[src/rtl/fifo_pkg.sv]
// Shared types and helpers for the flexible FIFO family.
// Used by fifo_flex, its flag decoder and the property checker.
package fifo_pkg;

  typedef enum logic {
    FIFO_STD,
    FIFO_FWFT
  } fifo_mode_e;

  function automatic int cnt_w(input int depth);
    return $clog2(depth + 1);
  endfunction

  function automatic bit params_ok(
    input int depth,
    input int afull,
    input int aempty
  );
    return depth >= 2 &&
           afull >= 1 && afull <= depth &&
           aempty >= 0 && aempty <= depth - 1;
  endfunction

endpackage

[src/rtl/fifo_flex_if.sv]
// Handshake and status bundle of fifo_flex.
// master drives requests, slave is the FIFO.
interface fifo_flex_if #(
  parameter int width   = 8,
  parameter int count_w = 4
) ();

  logic               fifo_clear;
  logic               fifo_write;
  logic [width-1:0]   fifo_data_in;
  logic               fifo_full;
  logic               fifo_almost_full;
  logic               fifo_read;
  logic [width-1:0]   fifo_data_out;
  logic               fifo_empty;
  logic               fifo_almost_empty;
  logic [count_w-1:0] fifo_count;
  logic               fifo_overflow;
  logic               fifo_underflow;

  modport master (
    output fifo_clear, fifo_write,
    output fifo_data_in, fifo_read,
    input  fifo_full, fifo_almost_full,
    input  fifo_data_out, fifo_empty,
    input  fifo_almost_empty, fifo_count,
    input  fifo_overflow, fifo_underflow
  );

  modport slave (
    input  fifo_clear, fifo_write,
    input  fifo_data_in, fifo_read,
    output fifo_full, fifo_almost_full,
    output fifo_data_out, fifo_empty,
    output fifo_almost_empty, fifo_count,
    output fifo_overflow, fifo_underflow
  );

endinterface

[src/rtl/fifo_flag_gen.sv]
// Occupancy flag decode from the registered fill count.
// Kept separate so checkers can bind to the same decode.
module fifo_flag_gen
  import fifo_pkg::*;
#(
  parameter  int depth         = 8,
  parameter  int afull_thresh  = 6,
  parameter  int aempty_thresh = 2,
  localparam int CW            = cnt_w(depth)
) (
  input  logic [CW-1:0] count,
  output logic          full,
  output logic          empty,
  output logic          almost_full,
  output logic          almost_empty
);

  localparam logic [CW-1:0] DEPTH  = CW'(depth);
  localparam logic [CW-1:0] AFULL  = CW'(afull_thresh);
  localparam logic [CW-1:0] AEMPTY = CW'(aempty_thresh);

  assign full         = count == DEPTH;
  assign empty        = count == '0;
  assign almost_full  = count >= AFULL;
  assign almost_empty = count <= AEMPTY;

endmodule

[src/rtl/fifo_flex.sv]
// Single-clock FIFO with fill count, threshold flags, sticky
// errors, synchronous flush and optional fall-through read.
module fifo_flex
  import fifo_pkg::*;
#(
  parameter int fifo_depth    = 8,
  parameter int fifo_width    = 8,
  parameter int fwft          = 0,
  parameter int afull_thresh  = fifo_depth - 2,
  parameter int aempty_thresh = 2
) (
  input logic        clk,
  input logic        rstn,
  fifo_flex_if.slave bus
);

  localparam int CW = cnt_w(fifo_depth);
  localparam int PW = $clog2(fifo_depth);
  localparam fifo_mode_e MODE =
    (fwft != 0) ? FIFO_FWFT : FIFO_STD;
  localparam logic [PW-1:0] LAST = PW'(fifo_depth - 1);

  if (!params_ok(fifo_depth, afull_thresh,
                 aempty_thresh)) begin : g_bad_params
    $fatal(1, "fifo_flex: illegal parameters");
  end

  logic [fifo_width-1:0] mem [fifo_depth];
  logic [PW-1:0]         wr_ptr;
  logic [PW-1:0]         rd_ptr;
  logic [CW-1:0]         count;
  logic                  overflow;
  logic                  underflow;
  logic [fifo_width-1:0] dout_q;
  logic                  full;
  logic                  empty;
  logic                  afull;
  logic                  aempty;
  logic                  rd_ok;
  logic                  wr_ok;

  fifo_flag_gen #(
    .depth        (fifo_depth),
    .afull_thresh (afull_thresh),
    .aempty_thresh(aempty_thresh)
  ) u_flags (
    .count       (count),
    .full        (full),
    .empty       (empty),
    .almost_full (afull),
    .almost_empty(aempty)
  );

  // A full FIFO still takes a write when a read frees a slot.
  assign rd_ok = bus.fifo_read && !empty;
  assign wr_ok = bus.fifo_write && (!full || rd_ok);

  function automatic logic [PW-1:0] nxt(
    input logic [PW-1:0] p
  );
    return (p == LAST) ? '0 : p + 1'b1;
  endfunction

  always_ff @(posedge clk) begin
    if (wr_ok && !bus.fifo_clear)
      mem[wr_ptr] <= bus.fifo_data_in;
  end

  always_ff @(posedge clk or negedge rstn) begin
    if (!rstn) begin
      wr_ptr    <= '0;
      rd_ptr    <= '0;
      count     <= '0;
      overflow  <= 1'b0;
      underflow <= 1'b0;
      dout_q    <= '0;
    end else if (bus.fifo_clear) begin
      wr_ptr    <= '0;
      rd_ptr    <= '0;
      count     <= '0;
      overflow  <= 1'b0;
      underflow <= 1'b0;
    end else begin
      if (wr_ok)
        wr_ptr <= nxt(wr_ptr);
      if (rd_ok)
        rd_ptr <= nxt(rd_ptr);
      if (wr_ok && !rd_ok)
        count <= count + 1'b1;
      else if (rd_ok && !wr_ok)
        count <= count - 1'b1;
      if (bus.fifo_write && !wr_ok)
        overflow <= 1'b1;
      if (bus.fifo_read && !rd_ok)
        underflow <= 1'b1;
      if (MODE == FIFO_STD && rd_ok)
        dout_q <= mem[rd_ptr];
    end
  end

  assign bus.fifo_data_out =
    (MODE == FIFO_FWFT) ? (empty ? '0 : mem[rd_ptr])
                        : dout_q;

  assign bus.fifo_full         = full;
  assign bus.fifo_almost_full  = afull;
  assign bus.fifo_empty        = empty;
  assign bus.fifo_almost_empty = aempty;
  assign bus.fifo_count        = count;
  assign bus.fifo_overflow     = overflow;
  assign bus.fifo_underflow    = underflow;

endmodule
[src/flat_wrapper.sv]
// flat-port wrapper written by rule: the top's interface ports become plain ports
module fifo_flex_flat import fifo_pkg::*;
#(
  parameter int fifo_depth    = 8,
  parameter int fifo_width    = 8,
  parameter int fwft          = 0,
  parameter int afull_thresh  = fifo_depth - 2,
  parameter int aempty_thresh = 2
)
  (clk, rstn, bus_fifo_clear, bus_fifo_write, bus_fifo_data_in, bus_fifo_read, bus_fifo_full, bus_fifo_almost_full, bus_fifo_data_out, bus_fifo_empty, bus_fifo_almost_empty, bus_fifo_count, bus_fifo_overflow, bus_fifo_underflow);
  fifo_flex_if bus_i ();
  input logic clk;
  input logic rstn;
  input wire logic [$bits(bus_i.fifo_clear)-1:0] bus_fifo_clear;
  input wire logic [$bits(bus_i.fifo_write)-1:0] bus_fifo_write;
  input wire logic [$bits(bus_i.fifo_data_in)-1:0] bus_fifo_data_in;
  input wire logic [$bits(bus_i.fifo_read)-1:0] bus_fifo_read;
  output wire logic [$bits(bus_i.fifo_full)-1:0] bus_fifo_full;
  output wire logic [$bits(bus_i.fifo_almost_full)-1:0] bus_fifo_almost_full;
  output wire logic [$bits(bus_i.fifo_data_out)-1:0] bus_fifo_data_out;
  output wire logic [$bits(bus_i.fifo_empty)-1:0] bus_fifo_empty;
  output wire logic [$bits(bus_i.fifo_almost_empty)-1:0] bus_fifo_almost_empty;
  output wire logic [$bits(bus_i.fifo_count)-1:0] bus_fifo_count;
  output wire logic [$bits(bus_i.fifo_overflow)-1:0] bus_fifo_overflow;
  output wire logic [$bits(bus_i.fifo_underflow)-1:0] bus_fifo_underflow;
  assign bus_i.fifo_clear = bus_fifo_clear;
  assign bus_i.fifo_write = bus_fifo_write;
  assign bus_i.fifo_data_in = bus_fifo_data_in;
  assign bus_i.fifo_read = bus_fifo_read;
  assign bus_fifo_full = bus_i.fifo_full;
  assign bus_fifo_almost_full = bus_i.fifo_almost_full;
  assign bus_fifo_data_out = bus_i.fifo_data_out;
  assign bus_fifo_empty = bus_i.fifo_empty;
  assign bus_fifo_almost_empty = bus_i.fifo_almost_empty;
  assign bus_fifo_count = bus_i.fifo_count;
  assign bus_fifo_overflow = bus_i.fifo_overflow;
  assign bus_fifo_underflow = bus_i.fifo_underflow;
  fifo_flex #(.fifo_depth(fifo_depth), .fifo_width(fifo_width), .fwft(fwft), .afull_thresh(afull_thresh), .aempty_thresh(aempty_thresh)) u_core (.clk(clk), .rstn(rstn), .bus(bus_i));
endmodule
[config.mk]
export PLATFORM = sky130hd
export DESIGN_NAME = fifo_flex_flat
export DESIGN_NICKNAME = d
export VERILOG_FILES = /design/src/rtl/fifo_pkg.sv /design/src/rtl/fifo_flex_if.sv /design/src/rtl/fifo_flag_gen.sv /design/src/rtl/fifo_flex.sv /design/src/flat_wrapper.sv
export SDC_FILE = /design/constraint.sdc
export NUM_CORES = 1
export LEC_CHECK = 0
export BUFFER_PORTS_ARGS = -buffer_cell sky130_fd_sc_hd__buf_2
export CAP_MARGIN = 20
export CORE_ASPECT_RATIO = 1.5
export CORE_UTILIZATION = 59
export CTS_CLUSTER_SIZE = 24
export DETAILED_ROUTE_END_ITERATION = 8
export PLACE_DENSITY_LB_ADDON = 0.3
export SLEW_MARGIN = 20
export SYNTH_ARGS = -nofsm -noshare
export SYNTH_HDL_FRONTEND = slang
export SYNTH_SLANG_ARGS = --single-unit
export TNS_END_PERCENT = 100
[constraint.sdc]
create_clock -name clk -period 2.93 [get_ports clk]
set_input_delay 0.586 -clock clk [delete_from_list [all_inputs] [get_ports clk]]
set_output_delay 0.586 -clock clk [all_outputs]
set_load 0.02 [all_outputs]
# Word level (Yosys, flattened, before mapping)
# Memory sizes are Yosys's and may differ from the RTL's. A register that Yosys moved wholly into a read port is not among the register bits.
# Cells that the tools add are included.
# Widths: inputs -> output; s select.
# word_totals
input_bits,13
ff_bits,12
ramBits,64
mem_count,1
elab_cells,52
# memory_table
name,words,width,rd,rd_clocked_by_memory_dff,write_ports,line_no,text
u_core.mem,8,8,1,1,1,fifo_flex.sv:28,logic [fifo_width-1:0] mem [fifo_depth];
# op_classes
n_reduce_logical,21
order_cmp,2
n_mux,15
eq_ne,3
addsub,4
n_bitwise,1
# ops
operator,count
$mux 3,6
$mux 4,3
$reduce_bool 2->1,4
$logic_and 1x1->1,7
$add 3x1->3 const B,2
$eq 3x3->1 const B,2
$logic_not 1->1,6
$mux 1,6
$add 4x1->4 const B,1
$eq 4x4->1 const B,1
$ge 4x3->1 const B,1
$le 4x2->1 const B,1
$logic_not 4->1,1
$sub 4x1->4 const B,1
$reduce_bool 3->1,1
$reduce_and 2->1,1
$logic_or 1x1->1,1
$not 1->1,1

# Logic depth before layout (Yosys ltp)
# Gate-level depths: netlist of run 1.
# logic_depth
ltp_word,10
ltp_mapped,8
mapped_depth_nobuf,7

# By module
# A second synthesis of run 1 with hierarchy kept.
# hier_totals
cells_unflattened,242
area_unflattened_um2,3545.9
# modules_own_cells
module,area_each_um2,instances,cells_each
fifo_flex,3503.4,1,238
fifo_flag_gen,42.5,1,4

# Least setup slack after synthesis of run 1
# OpenSTA, ideal clock, no wires.
# synth_path
path_type,flip-flop to flip-flop
startpoint,register u_core.count[1] (netlist: u_core.bus.fifo_count[1])
endpoint,register u_core.count[3] (netlist: u_core.bus.fifo_count[3])
path_buffers,1
stages_incl_launch_ff,9
path_slack_ps,202
required_time_ps,2848
t_arrival_ps,2646
cell_sequence,dfrtp_1 -> buf_2 -> or4b_4 -> nand3_2 -> ha_1 -> and3_1 -> or4_1 -> a21o_2 -> a31oi_1
# synth_via
elab_chain_cells,8
word_cells_on_any_way,17
cone_classes,2 x add/sub; 1 x eq/ne; 3 x mux; 11 x reduce/logical
# synth_lines
element,line_no,text
"start, declared",fifo_flex.sv:31,logic [CW-1:0] count;
"start signal, assigned",fifo_flex.sv:89,count <= count + 1'b1;
"start signal, assigned",fifo_flex.sv:91,count <= count - 1'b1;
branches (longest 8 deep; another with $sub 4x1->4),n/a,
# Parallel ways; which one is timed is not known. The select of a mux whose other input is x is not followed.
# A chain may end at the register's enable or synchronous reset.

# Final worst setup path of run 1
# layout_path
startpoint,register u_core.count[0] (netlist: u_core.bus.fifo_count[0])
endpoint,register u_core.count[3] (netlist: u_core.bus.fifo_count[3])
# The elaborated chain is that of the path after synthesis.

==> impl_metrics.ini, run 1 <==
[global_route]
grt_start_max_net_pins = 21
number_of_global_route_vias_before_repair = 1996
grt-ovfl-total = 0
grt_first_pass_wirelength_um = 10070
grt_usage_pct = 22.66
antenna_violations_before_repair = 0

[timing]
tightestPinTransition_ns = 0.8760
period_share_pct = 87.79
fin_setup_tns_ns = 0
hold_violations = 0
max_slew_violation_count = 0
max_freq_ghz = 0.3888
setup_viol_count_final = 0
rsz0062_at_grt = no
worst_slew_margin_rel_pct = 41.38
timing.clock.skew_ns = 0.01438
final.min_clock_period_ns = 2.572

[clocking]
cts_tree = yes
clock-sinks = 84
cts_root_buf = clkbuf_8
htreeDepth = 3
post_cts_hold_buffer_count = 0
cts_max_path_buffers = 2
post_cts_resize_count = 0
clk-insertion-delay-late_ns = 0.35
cts-buffers-inserted = 9
cts.clk_slew.worst_paths_ns = 0.09
setup_bufs_post_cts = 0

[synth]
yosysWarningCount = 0
syn-num-nets = 233
yosysTopAreaCell = edfxtp_1
async_reset_ff_share_pct = 23.81
synth-seq-area-share_pct = 68.36
synthCells = 213
cell_types_with_the_largest_area_share_after_synthesis = edfxtp_1, dfrtp_1, mux4_2
syn_area_mm2 = 0.003543
synth_most_common_cell = edfxtp_1
synthesized_area_divided_by_synthesized_cell_count_um2 = 16.64
synth.top_cells.by_count = edfxtp_1, dfrtp_1, nor2_1, mux4_2, a21oi_1
synth-seq-cells = 84
yosys_most_used_dff = edfxtp_1
synth_top_area_share_pct = 54.24
netlist-cell-type-count = 42
synth-edff-count = 64

[floorplan]
die-height_um = 96.92
placementRows = 34
io_pins = 31
die-width_um = 65.28
initial_utilization_pct = 61.25
core-area_mm2 = 0.005786
die_area_mm2 = 0.006326

[routing]
drt-pass1-iter-count = 4
drt_wl_total_um = 6369
drcViolationCount = 0
drtIter0Drc = 110
dr_total_vias = 1962
antenna_violating_nets_post_route = 0
avgViaCountPerCell = 5.910
route.detailed.wl_per_inst_um = 19.18

[pwr]
fin_total_pwr_uw = 3354
power.leakage_uw = 0.001489
p_per_area_mw_per_mm2 = 828.7
max-vdd-ir-drop_uv = 597.1

[setup_path]
worst_setup_path_end_kind = flip-flop
cp.arrival_ns = 2.84
cp_max_fo = 6
start_kind = flip-flop
worst_setup_path_category = reg2reg
worst_ep_required_time_ns = 3.20

[layout]
nNetsFinal = 275
post_route_cells_drive_above_1_share_pct = 32.69
antenna_cells = 0
syn_to_final_growth_pct = 14.23
layout.cells.non_filler = 332
fillerInstances = 384

[run]
cap_viol_max_count = 0

[placement]
gp_congestion = 0.7422
port_buffers = 30
place.detailed.hpwl_um = 4102
placedCellCount = 316

[run_status]
run_status = finished clean

[min_path]
min_path_type = in2async
-- power breakdown --
group | internal [uW] | total [uW] | switching [uW]
clock network | 480 | 886 | 406
registers | 1390 | 1500 | 105
logic | 433 | 971 | 538
total | 2310 | 3350 | 1050
-- state kept, by name (all words and copies together) (netlist names) --
name / count
u_core.bus.fifo_underflow: 1
u_core.rd_ptr: 3
u_core.bus.fifo_data_out: 8
u_core.bus.fifo_overflow: 1
u_core.mem: 64
u_core.bus.fifo_count: 4
u_core.wr_ptr: 3
-- metal layers --
| layer | wire (um) | up-vias | global-route usage (%) |
|---|---|---|---|
| met1 | 2574 | 983 | 27.26 |
| met3 | 201 | 16 | 3.302 |
| met5 | 0 | - | 0 |
| li1 | - | 916 | - |
| met2 | 3394 | 47 | 38.14 |
| met4 | 199 | 0 | 12.71 |
-- critical path, stage by stage (launching register included) --
cell     delay, ns
dfrtp_1       0.38
or4b_4        0.58
nand3_2       0.16
ha_1          0.28
and3_1        0.23
or4_1         0.50
a21o_2        0.22
a31oi_1       0.15
-- placed cells by master (no fill, tap or decap), types with 2 or more instances in the layout --
cell and n:
a211oi_1 2, a21o_2 2, a21oi_1 15, buf_2 30
buf_4 14, bufinv_16 2, clkbuf_8 9, clkinvlp_4 2
dfrtp_1 20, edfxtp_1 64, ha_1 6, inv_1 5
mux2i_1 11, mux4_2 16, nand2_1 3, nand2b_1 2
nor2_1 20, nor3_1 8, o211ai_1 2, o21ai_0 2
-- per-stage QoR --
stage	hold slack, ns	utilization, %	setup slack [ns]	cell area [um^2]
2_1_floorplan	0.2904	-	0.2015	3543
3_3_place_gp	0.4764	66.24	0.3946	3832
3_5_place_dp	0.4916	66.24	0.3409	3832
4_1_cts	0.2027	69.96	0.3523	4048
5_1_grt	0.2267	69.96	0.2147	4048
6_report	0.1840	69.96	0.3577	4048
-- area by class of cell --
| class | instances | area, um^2 | share of cell area (%) |
|---|---|---|---|
| well taps | 72 | 90.09 | 2.226 |
| clock inverters | 6 | 87.58 | 2.164 |
| inverters | 5 | 18.77 | 0.4637 |
| clock buffers | 10 | 127.6 | 3.153 |
| repair buffers | 44 | 255.2 | 6.306 |
| flip-flops and latches | 84 | 2422 | 59.85 |
| multi-input cells | 111 | 1046 | 25.84 |
-- path summary, 6_finish.rpt --
path,start,to,slack [ns],cells after the start
setup / recovery,u_core.bus.fifo_count[0],u_core.bus.fifo_count[3],0.36,7
hold / removal,rstn,u_core.wr_ptr[2],0.18,1
setup reg to reg,u_core.bus.fifo_count[0],u_core.bus.fifo_count[3],0.36,7
hold reg to reg,u_core.bus.fifo_underflow,u_core.bus.fifo_underflow,0.51,2
max in group asynchronous,rstn,u_core.bus.fifo_count[0],2.39,1
min in group clk,bus_fifo_data_in[2],u_core.mem[2][2],0.50,1
-- cells by family after synthesis --
logic type	after synthesis	share of synthesized area (%)
xor+xnor	1	0.2472
compound gates	29	5.827
fa+ha+maj	7	2.684
simple gates	47	7.133
flops	84	68.36
mux	27	13.28
buf+inv	18	2.472
Power figures use the tool's default switching activity.
==> run 2: changes to the inputs <==
Settings changed: GPL_TIMING_DRIVEN from default to 0, PLACE_DENSITY from default to 0.79, PLACE_DENSITY_LB_ADDON 0.3 to default.
==> run 2 against run 1 <==
Sequential power hardly changed. Critical path depth is 1 higher. Utilization fell by 0.69 points. Cell area down 0.99%. Global-route usage up 0.27 points. Routed wire length down 0.60%. Combinational power up 2.7%. Sequential share of layout area increased by 0.60 points. Critical endpoint unchanged. Highest routed layer unchanged.
==> impl_metrics.ini, run 2 (same netlist as run 1, synthesis figures left out) <==
[run_status]
run_status = finished clean

[min_path]
min_path_type = in2async

[setup_path]
cp_max_fo = 9
critical_path.startpoint = u_core.bus.fifo_count[1]
start_kind = flip-flop
cp.arrival_ns = 3.07
timing.rr.start = u_core.bus.fifo_count[1]
worst_setup_path_end_kind = flip-flop
worst_ep_required_time_ns = 3.21
worst_setup_path_category = reg2reg

[floorplan]
die-width_um = 65.28
placementRows = 34
io_pins = 31
initial_utilization_pct = 61.25
die-height_um = 96.92
die_area_mm2 = 0.006326
core-area_mm2 = 0.005786

[timing]
timing.clock.skew_ns = 0.005637
setup_viol_count_final = 0
hold_violations = 0
worst_slew_margin_rel_pct = 38.47
fin_setup_tns_ns = 0
timing.hold.ws_ns = 0.1698
max_slew_violation_count = 0
final.min_clock_period_ns = 2.796
period_share_pct = 95.43
rsz0062_at_grt = no
max_freq_ghz = 0.3577
final_worst_path_setup_slack_ns = 0.1340
tightestPinTransition_ns = 0.9196

[global_route]
antenna_violations_before_repair = 0
use_met3_pct = 5.307
fraction_of_met1_tracks_used_by_global_routing_pct = 29.11
grt_first_pass_wirelength_um = 10250
grt_start_max_net_pins = 21
grt_usage_pct = 22.93
number_of_global_route_vias_before_repair = 2016
grt_use_met2_pct = 36.08
grt-ovfl-total = 0
grt_busiest_layer = met2

[pwr]
power.leakage_uw = 0.001463
sw_frac_of_total_pct = 32.67
power_report.internal_total_uw = 2211
max-vdd-ir-drop_uv = 619.1
power.net_switching_uw = 1073
clkPwrFrac_pct = 25.0
p_per_area_mw_per_mm2 = 819.5
pwr-share-seq_pct = 44.7
power_frac_comb_pct = 30.4

[clocking]
clk-insertion-delay-late_ns = 0.35
post_cts_hold_buffer_count = 0
setup_bufs_post_cts = 0
cts_max_path_buffers = 2
cts-buffers-inserted = 9
clock-sinks = 84
htreeDepth = 3
cts_tree = yes
cts.clk_slew.worst_paths_ns = 0.08
cts_root_buf = clkbuf_8
post_cts_resize_count = 0

[placement]
place.detailed.hpwl_um = 4272
placed_cell_area_mm2 = 0.003806
gp_congestion = 0.7407
dp_worst_setup_slack_ns = 0.1425
port_buffers = 27

[layout]
register_area_mm2 = 0.002422
mostFrequentLayoutCells = edfxtp_1, buf_2, nor2_1, dfrtp_1, mux4_2
antenna_cells = 0
multi_input_comb_area_mm2 = 0.001061
fin_area_mm2 = 0.004008
register_with_the_most_flip_flops = u_core.mem
syn_to_final_growth_pct = 13.10
layout_commonest_cell = edfxtp_1
nNetsFinal = 273
post_route_cells_drive_above_1_share_pct = 32.17
largest_register_ffs = 64
fillerInstances = 398

[routing]
dr_total_vias = 1976
drt_wl_total_um = 6331
drt-pass1-iter-count = 4
drtIter0Drc = 151
route.detailed.wl_per_inst_um = 19.18
antenna_violating_nets_post_route = 0
drcViolationCount = 0
avgViaCountPerCell = 5.988

[run]
cap_viol_max_count = 0
[run 2: cell types whose count changed in the layout (fill, tap and decap cells not counted), sizes merged]
cell,previous run,this run
buf,44,37
bufinv,2,1
clkbuf,10,15
clkinv,1,2
[run 2: cell type report]
cell class / instances / share of cell area [%]
plain buffers: 13 / 1.717
inverters: 5 / 0.4683
repair buffers: 29 / 3.622
clock inverters: 6 / 1.842
well taps: 72 / 2.248
flip-flops and latches: 84 / 60.44
clock buffers: 10 / 3.185
multi-input cells: 111 / 26.48
[run 2: path summary, 6_finish.rpt]
path / end / slack, ns / cells past startpoint
max: u_core.bus.fifo_count[3] / 0.13 / 8
min: u_core.bus.fifo_count[3] / 0.17 / 1
max reg2reg: u_core.bus.fifo_count[3] / 0.13 / 8
min reg2reg: u_core.bus.fifo_underflow / 0.51 / 2
max in group asynchronous: u_core.bus.fifo_data_out[6] / 2.44 / 1
min in group clk: u_core.mem[2][6] / 0.50 / 1
[run 2: stage by stage]
stage | total power, uW | util (%) | cells
after detailed placement | 2497 | 65.79 | 314
after floorplan | 2218 | - | 213
after global placement | 2463 | 65.14 | 312
after CTS | 3311 | 69.27 | 330
after global routing | 3455 | 69.27 | 330
final | 3284 | 69.27 | 330
[run 2: metal layers]
metal	vias up	wire [um]
li1	909	-
met1	988	2643
met2	60	3189
met3	19	274
met4	0	225
met5	-	0
[run 2: worst max-delay path, cell delays in order (launching register included)]
cell and delay (ns):
dfrtp_1 0.41, buf_2 0.19, or4b_4 0.58, nand3_2 0.15
ha_1 0.28, and3_1 0.23, or4_1 0.51, a21o_2 0.22
a31oi_1 0.14
[run 2: power by group through the flow]
stage,combinational [uW],clock (uW),sequential [uW]
detailed placement,1000,0,1490
global placement,975,0,1490
global route,1100,877,1480
finish,997,820,1470
floorplan,633,0,1590
CTS,1010,836,1470
==> run 3: changes to the inputs <==
Settings changed: GPL_TIMING_DRIVEN 0 to default.
==> run 3 against run 2 <==
Routed wire length up 0.39%. Die area unchanged. Via count down 0.96%. Non-clock buffer count is the same. Highest routed layer unchanged. Largest power group unchanged. Clock power grew 2%.
==> impl_metrics.ini, run 3 (same netlist as run 1, synthesis figures left out) <==
[setup_path]
worst_setup_path_category = reg2reg
r2r_slack_ns = 0.24
cp_max_fo = 8
worst_setup_path_end_kind = flip-flop
rr_worst_depth = 7
worstSetupEndpoint = u_core.bus.fifo_count[3]
critPathMaxStageDelay_ns = 0.56
timing.rr.start = u_core.bus.fifo_count[3]
critical_path.startpoint = u_core.bus.fifo_count[3]
crit_slowest_cell = or4b_4
regToRegEndpoint = u_core.bus.fifo_count[3]
start_kind = flip-flop
cp.arrival_ns = 2.98
worst_ep_required_time_ns = 3.21
path_cells = or4b_4 -> nand3_2 -> ha_1 -> and3_1 -> or4_1 -> a21o_2 -> a31oi_1

[clocking]
clock-sinks = 84
post_cts_hold_buffer_count = 0
htreeDepth = 3
cts_max_path_buffers = 2
cts_root_buf = clkbuf_8
clk-insertion-delay-late_ns = 0.35
setup_bufs_post_cts = 0
post_cts_resize_count = 0
cts-buffers-inserted = 9
cts_tree = yes
cts.clk_slew.worst_paths_ns = 0.09

[routing]
dr_total_vias = 1957
drt-pass1-iter-count = 6
antenna_violating_nets_post_route = 0
drcViolationCount = 0
drt_wl_total_um = 6356
avgViaCountPerCell = 5.930
drtIter0Drc = 147
route.detailed.wl_per_inst_um = 19.26

[placement]
placed_cell_area_mm2 = 0.003811
port_buffers = 30
place.detailed.hpwl_um = 4259
gp_congestion = 0.8370

[floorplan]
placementRows = 34
die-width_um = 65.28
initial_utilization_pct = 61.25
die-height_um = 96.92
die_area_mm2 = 0.006326
io_pins = 31
core-area_mm2 = 0.005786

[timing]
rsz0062_at_grt = no
final.min_clock_period_ns = 2.693
max_slew_violation_count = 0
max_freq_ghz = 0.3713
period_share_pct = 91.92
hold_violations = 0
tightestPinTransition_ns = 0.9177
setup_viol_count_final = 0
timing.clock.skew_ns = 0.01214
worst_slew_margin_rel_pct = 38.55
fin_setup_tns_ns = 0

[layout]
final_core_utilization_pct = 69.49
register_area_mm2 = 0.002422
fillerInstances = 397
post_route_cells_drive_above_1_share_pct = 32.56
fin_area_mm2 = 0.004020
mostFrequentLayoutCells = edfxtp_1, buf_2, nor2_1, dfrtp_1, mux4_2
syn_to_final_growth_pct = 13.45
antenna_cells = 0
largest_register_ffs = 64
register_with_the_most_flip_flops = u_core.mem
multi_input_comb_area_mm2 = 0.001040
nNetsFinal = 273
layout_commonest_cell = edfxtp_1

[min_path]
min_path_type = in2async

[pwr]
max-vdd-ir-drop_uv = 457.5
power.leakage_uw = 0.001483
fin_total_pwr_uw = 3292
p_per_area_mw_per_mm2 = 818.8

[global_route]
antenna_violations_before_repair = 0
number_of_global_route_vias_before_repair = 1966
grt_usage_pct = 23.16
grt_first_pass_wirelength_um = 10250
grt_start_max_net_pins = 21
grt-ovfl-total = 0

[run]
cap_viol_max_count = 0

[run_status]
run_status = finished clean
[run 3: changes by cell type in the layout (fill, tap and decap cells not counted), sizes merged]
cell	previous run	this run
clkinvlp	2	1
clkbuf	15	10
inv	6	7
buf	37	42
[run 3: how the worst min path moves through the flow]
stage / start / end / slack [ns]
2_1_floorplan: rstn / u_core.bus.fifo_count[0] / 0.29
3_3_place_gp: u_core.bus.fifo_overflow / u_core.bus.fifo_overflow / 0.47
3_5_place_dp: u_core.bus.fifo_overflow / u_core.bus.fifo_overflow / 0.49
4_1_cts: rstn / u_core.rd_ptr[0] / 0.17
5_1_grt: rstn / u_core.rd_ptr[0] / 0.19
6_report: rstn / u_core.rd_ptr[0] / 0.17
[run 3: metal layers]
layer | wire length [um] | GRT usage (%) | vias up
met2 | 3296 | 38.54 | 52
met5 | 0 | 0 | -
li1 | - | - | 913
met1 | 2633 | 27.92 | 977
met3 | 270 | 5.071 | 15
met4 | 156 | 11.37 | 0
[run 3: final cells by class]
| type | count | area share (%) |
|---|---|---|
| clock inverter | 6 | 1.774 |
| multi-input combinational | 111 | 25.86 |
| sequential | 84 | 60.26 |
| inverter | 5 | 0.4669 |
| clock buffer | 10 | 3.424 |
| timing repair buffer | 42 | 5.976 |
| tap | 72 | 2.241 |
[run 3: power by group]
group          internal [uW]  leakage [uW]  switching, uW
Clock                    425      0.000105            408
Sequential              1390      0.000827            108
Combinational            414      0.000551            544
Total                   2230       0.00148           1060
[run 3: critical path: cells and delay by family, from the launching register on]
kind                     cells  cell delay [ns]
AO/OA/AOI/OAI                2             0.36
adder cells (fa/ha/maj)      1             0.28
flip-flops                   1             0.53
AND/OR/NAND/NOR              4             1.45
[run 3: stage by stage]
step           setup WS, ns  cells  hold slack, ns
2_1_floorplan        0.2015    213          0.2904
3_3_place_gp         0.3379    314          0.4744
3_5_place_dp         0.2710    314          0.4916
4_1_cts              0.2436    330          0.1711
5_1_grt              0.1481    330          0.1921
6_report             0.2367    330          0.1681
